--- src/rtl/mbl_pkt_framer.sv ---
// Packet framer for the mbl link: slices a raw word stream into packets of
// pkt_len body words, optionally led by a {seq, len} header word.
module mbl_pkt_framer #(
    parameter int HDR_EN = 1
) (
    input  logic        i_clk,
    input  logic        i_rst_n,
    input  logic [7:0]  i_pkt_len,
    input  logic [31:0] i_in_data,
    input  logic        i_in_valid,
    output logic        o_in_ready,
    output logic [31:0] o_data,
    output logic        o_sof,
    output logic        o_eof,
    output logic        o_valid,
    input  logic        i_ready,
    output logic        o_busy
);

    localparam bit HAS_HDR = (HDR_EN != 0);

    typedef enum logic [1:0] {
        IDLE,
        HDR,
        BODY
    } state_t;

    state_t      r_state;
    logic [8:0]  r_len;
    logic [8:0]  r_cnt;
    logic [15:0] r_seq;
    logic [31:0] r_data;
    logic        r_sof;
    logic        r_eof;
    logic        r_valid;

    logic w_load_ok;
    logic w_accept;
    logic w_first;
    logic w_last;

    // The output register may take a new word when empty or being drained this cycle.
    assign w_load_ok = !r_valid || i_ready;
    assign w_accept  = i_in_valid && o_in_ready;
    assign w_first   = (r_cnt == 9'd0);
    assign w_last    = (r_cnt == (r_len - 9'd1));

    assign o_in_ready = (r_state == BODY) && w_load_ok;
    assign o_busy     = (r_state != IDLE);
    assign o_data     = r_data;
    assign o_sof      = r_sof;
    assign o_eof      = r_eof;
    assign o_valid    = r_valid;

    always_ff @(posedge i_clk) begin
        if (!i_rst_n) begin
            r_state <= IDLE;
            r_len   <= 9'd0;
            r_cnt   <= 9'd0;
            r_seq   <= 16'd0;
            r_data  <= 32'd0;
            r_sof   <= 1'b0;
            r_eof   <= 1'b0;
            r_valid <= 1'b0;
        end else begin
            // A completed transfer empties the register unless a load below refills it.
            if (r_valid && i_ready) begin
                r_valid <= 1'b0;
            end

            case (r_state)
                IDLE: begin
                    if (i_in_valid) begin
                        r_len   <= (i_pkt_len == 8'd0) ? 9'd256 : {1'b0, i_pkt_len};
                        r_cnt   <= 9'd0;
                        r_state <= HAS_HDR ? HDR : BODY;
                    end
                end

                HDR: begin
                    if (w_load_ok) begin
                        r_data  <= {r_seq, 7'd0, r_len};
                        r_sof   <= 1'b1;
                        r_eof   <= 1'b0;
                        r_valid <= 1'b1;
                        r_seq   <= r_seq + 16'd1;
                        r_state <= BODY;
                    end
                end

                BODY: begin
                    if (w_accept) begin
                        r_data  <= i_in_data;
                        r_sof   <= !HAS_HDR && w_first;
                        r_eof   <= w_last;
                        r_valid <= 1'b1;
                        r_cnt   <= r_cnt + 9'd1;
                        // Without a header the sequence number still advances once per packet.
                        if (!HAS_HDR && w_first) begin
                            r_seq <= r_seq + 16'd1;
                        end
                        if (w_last) begin
                            r_state <= IDLE;
                        end
                    end
                end

                default: r_state <= IDLE;
            endcase
        end
    end

endmodule

--- config.mk ---
export PLATFORM = sky130hd
export DESIGN_NAME = mbl_pkt_framer
export DESIGN_NICKNAME = d
export VERILOG_FILES = /design/src/rtl/mbl_pkt_framer.sv
export SDC_FILE = /design/constraint.sdc
export NUM_CORES = 1
export LEC_CHECK = 0
export ABC_AREA = 1
export CORE_MARGIN = 5
export CORE_UTILIZATION = 58
export CTS_CLUSTER_SIZE = 28
export DETAILED_ROUTE_END_ITERATION = 10
export DONT_BUFFER_PORTS = 1
export PLACE_DENSITY = 0.77
export SYNTH_ARGS = -nofsm -noshare
export SYNTH_HDL_FRONTEND = slang
export SYNTH_SLANG_ARGS = --single-unit
--- constraint.sdc ---
create_clock -name i_clk -period 4.33 [get_ports i_clk]
set_clock_uncertainty 0.1 [all_clocks]
set_input_delay 0.433 -clock i_clk [delete_from_list [all_inputs] [get_ports i_clk]]
set_output_delay 0.433 -clock i_clk [all_outputs]
set_load 0.005 [all_outputs]
==> flow_summary_export.csv <==
group,metric,value,unit
run_status,status,"complete, no violations",
cells_and_area,layout.nets,536,
synthesis,async_reset_ff_share,0,%
floorplan,design.core.area,5851,um^2
setup_path,crit_arrival,2850,ps
setup_path,critPathMaxFanout,21,
synthesis,synth_enable_flop_cells,0,
synthesis,syn_area,3461,um^2
sta,rsz0062_at_grt,"no",
route,routed_wl,8368,um
setup_path,critPathLaunchType,"flip-flop",
cells_and_area,area_growth,6.724,%
sta,slew_violations,0,
setup_path,crit_type,"reg2reg",
power_and_ir_drop,cellPowerDensity,585.1,nW/um^2
synthesis,synth-seq-cells,71,
sta,tightest_slew,781.5,ps
sta,fmax,374.0,MHz
synthesis,postSynthCellCount,489,
synthesis,synthAdderAreaFrac,2.531,%
route,final_antenna_net_count,0,
global_route,grt_max_degree,40,
synthesis,synth_flop_cell,"dfxtp_1",
global_route,grt_util_all_layers,22.65,%
synthesis,synth.avg_cell_area,7.077,um^2
setup_path,end_kind,"flip-flop",
clock_tree,cts_setup_buffers,0,
global_route,grt_pass1_vias,3018,
power_and_ir_drop,vdd_ir_drop_max,342.2,uV
route,first_pass_iters,4,
global_route,antenna_found_initial,0,
synthesis,synth_compound_area_share,17.21,%
floorplan,fp.dieArea,7612,um^2
placed_design,gp_congestion,0.8135,
sta,period_minus_slack,2674,ps
clock_tree,cts_tree,"yes",
route,highest_layer,"met4",
sta,relSlewSlack,47.90,%
clock_tree,cts_buffers,9,
clock_tree,cts_resized,0,
cells_and_area,drive_gt1_share,9.796,%
route,drc_errors,0,
clock_tree,ctsHoldBuffers,0,
route,met2_length,4107,um
clock_tree,clock_path_buffers,2,
global_route,grt_first_pass_wirelength,13720,um
setup_path,cp_data_required_time,4500,ps
min_path,hp-class,"in2reg",
floorplan,start_util,59.15,%
route,dr.first_iter.drc_count,173,
placed_design,place_hpwl,6200,um
power_and_ir_drop,p_leak,0.001371,uW
floorplan,ios,81,
synthesis,yosys.area_share.xor_xnor,1.518,%
clock_tree,cts.sinks,71,
route,routed-wl-met3,683,um
synthesis,synth-simple-area-share,29.54,%
cells_and_area,antenna_cells,0,
synthesis,synth_top_family_by_area,"simple AND/OR/NAND/NOR gates",
route,drt-met1-wl,3378,um
clock_tree,clk_pin_slew,80,ps
sta,final.period_utilization,61.75,%
floorplan,num_rows,28,
route,viasPerCell,5.605,
synthesis,synth.area.mux_share,0,%
clock_tree,clk_latency,350,ps
route,drt-wirelength-per-cell,14.81,um
setup_path,reg2reg_setup_slack,1660,ps
sta,finalSetupViolations,0,
global_route,grt_overflow,0,
synthesis,synth_warnings,0,
power_and_ir_drop,p_total,2161,uW
floorplan,dieHeight,87.25,um
synthesis,syn_nets,540,
placed_design,port_buffers,0,
sta,tns,0,ps
sta,finalHoldViolations,0,
route,vias,3167,
clock_tree,root_buffer,"clkbuf_8",
synthesis,synth.distinct_cells,36,
run,maxCapViolations,0,
synthesis,ys_seq_area_share,41.07,%
clock_tree,htree_levels,3,
floorplan,die_w,87.25,um
## area by class of cell
cell class	count	area, um^2
fillers	526	2157
multi-input cells	347	1758
flip-flops and latches	71	1421
inverters	55	206.4
clock buffers	10	137.6
well taps	75	93.84
clock inverters	6	68.82
repair buffers	1	7.507
## synth_stat cells, types with 2 or more instances
master    instances  share of area, %
nor2_4            3              0.98
nor4_1            3              0.54
ha_1              7               2.5
nor2_1           26               2.8
inv_2             6              0.65
nand4_1           2              0.36
inv_1            49               5.3
nor3_1           13               1.9
nand2_2           7               1.3
clkbuf_1         10               1.1
xor2_1            5               1.3
a31oi_1          26               4.7
nor3b_1           2              0.43
buf_2             3              0.43
a21oi_1          38               5.5
nor2_2            6               1.1
nand2_1         137                15
dfxtp_1          71                41
o21ai_0          38               5.5
nand2_4           2              0.65
nand3_1          20               2.9
## through the flow
step	hold slack (ps)	std cells	setup slack, ps	util [%]	instance area [um^2]
after floorplan	339.0	489	2568	-	3461
after detailed placement	353.6	549	1670	59.60	3487
after CTS	93.23	565	1654	63.13	3694
after global routing	95.60	565	1402	63.13	3694
final	103.4	565	1656	63.13	3694
after global placement	348.0	549	1807	59.60	3487
## cell usage in the layout, fill, tap and decap left out, drive strengths merged
cell type	count
xnor2	1
a31oi	26
nor3	15
nor2	35
clkbuf	10
nor3b	3
nand3	21
a21o	1
a21oi	39
buf	1
nand2	146
nand4	3
nor4	3
a211oi	1
xor2	5
ha	7
inv	56
dfxtp	71
o21a	1
bufinv	1
o21ai	40
clkinvlp	4
## power breakdown
part           leakage, uW  switching [uW]  internal [uW]  total [uW]
logic             0.000701             495            226         722
registers         0.000578             113            781         894
clock network    0.0000912             262            283         546
## cells by family (layout without fill, tap and decap cells)
family	Yosys count	after routing
fa+ha+maj	7	7
flops	71	71
xor+xnor	6	6
compound gates	108	108
simple gates	226	226
buf+inv	71	72
## layer usage
layer / track usage (%) / vias up
met5: 0 / -
met4: 9.484 / 0
met3: 7.190 / 26
met2: 37.67 / 103
met1: 26.82 / 1436
li1: - / 1602
## path summary, 6_finish.rpt
path / from / endpoint / cells after the start
min: i_rst_n / r_state[1] / 2
max reg2reg: r_state[0] / o_data[19] / 8
max: r_state[0] / o_data[19] / 8
min reg2reg: r_seq[15] / r_seq[15] / 2
## sequential cells by signal (all words and copies together) (netlist names)
| signal | flops |
|---|---|
| o_valid | 1 |
| o_sof | 1 |
| r_cnt | 9 |
| r_seq | 16 |
| o_data | 32 |
| r_state | 2 |
| o_eof | 1 |
| r_len | 9 |
## worst max-delay path, cell delays in order (launching register included)
cell     delay (ps)
dfxtp_1         350
inv_1            90
ha_1            480
inv_2           410
nor2_1          120
a21oi_2         460
buf_4           320
o21ai_0         100
a31oi_1         150
(Power assumes the default switching activity.)
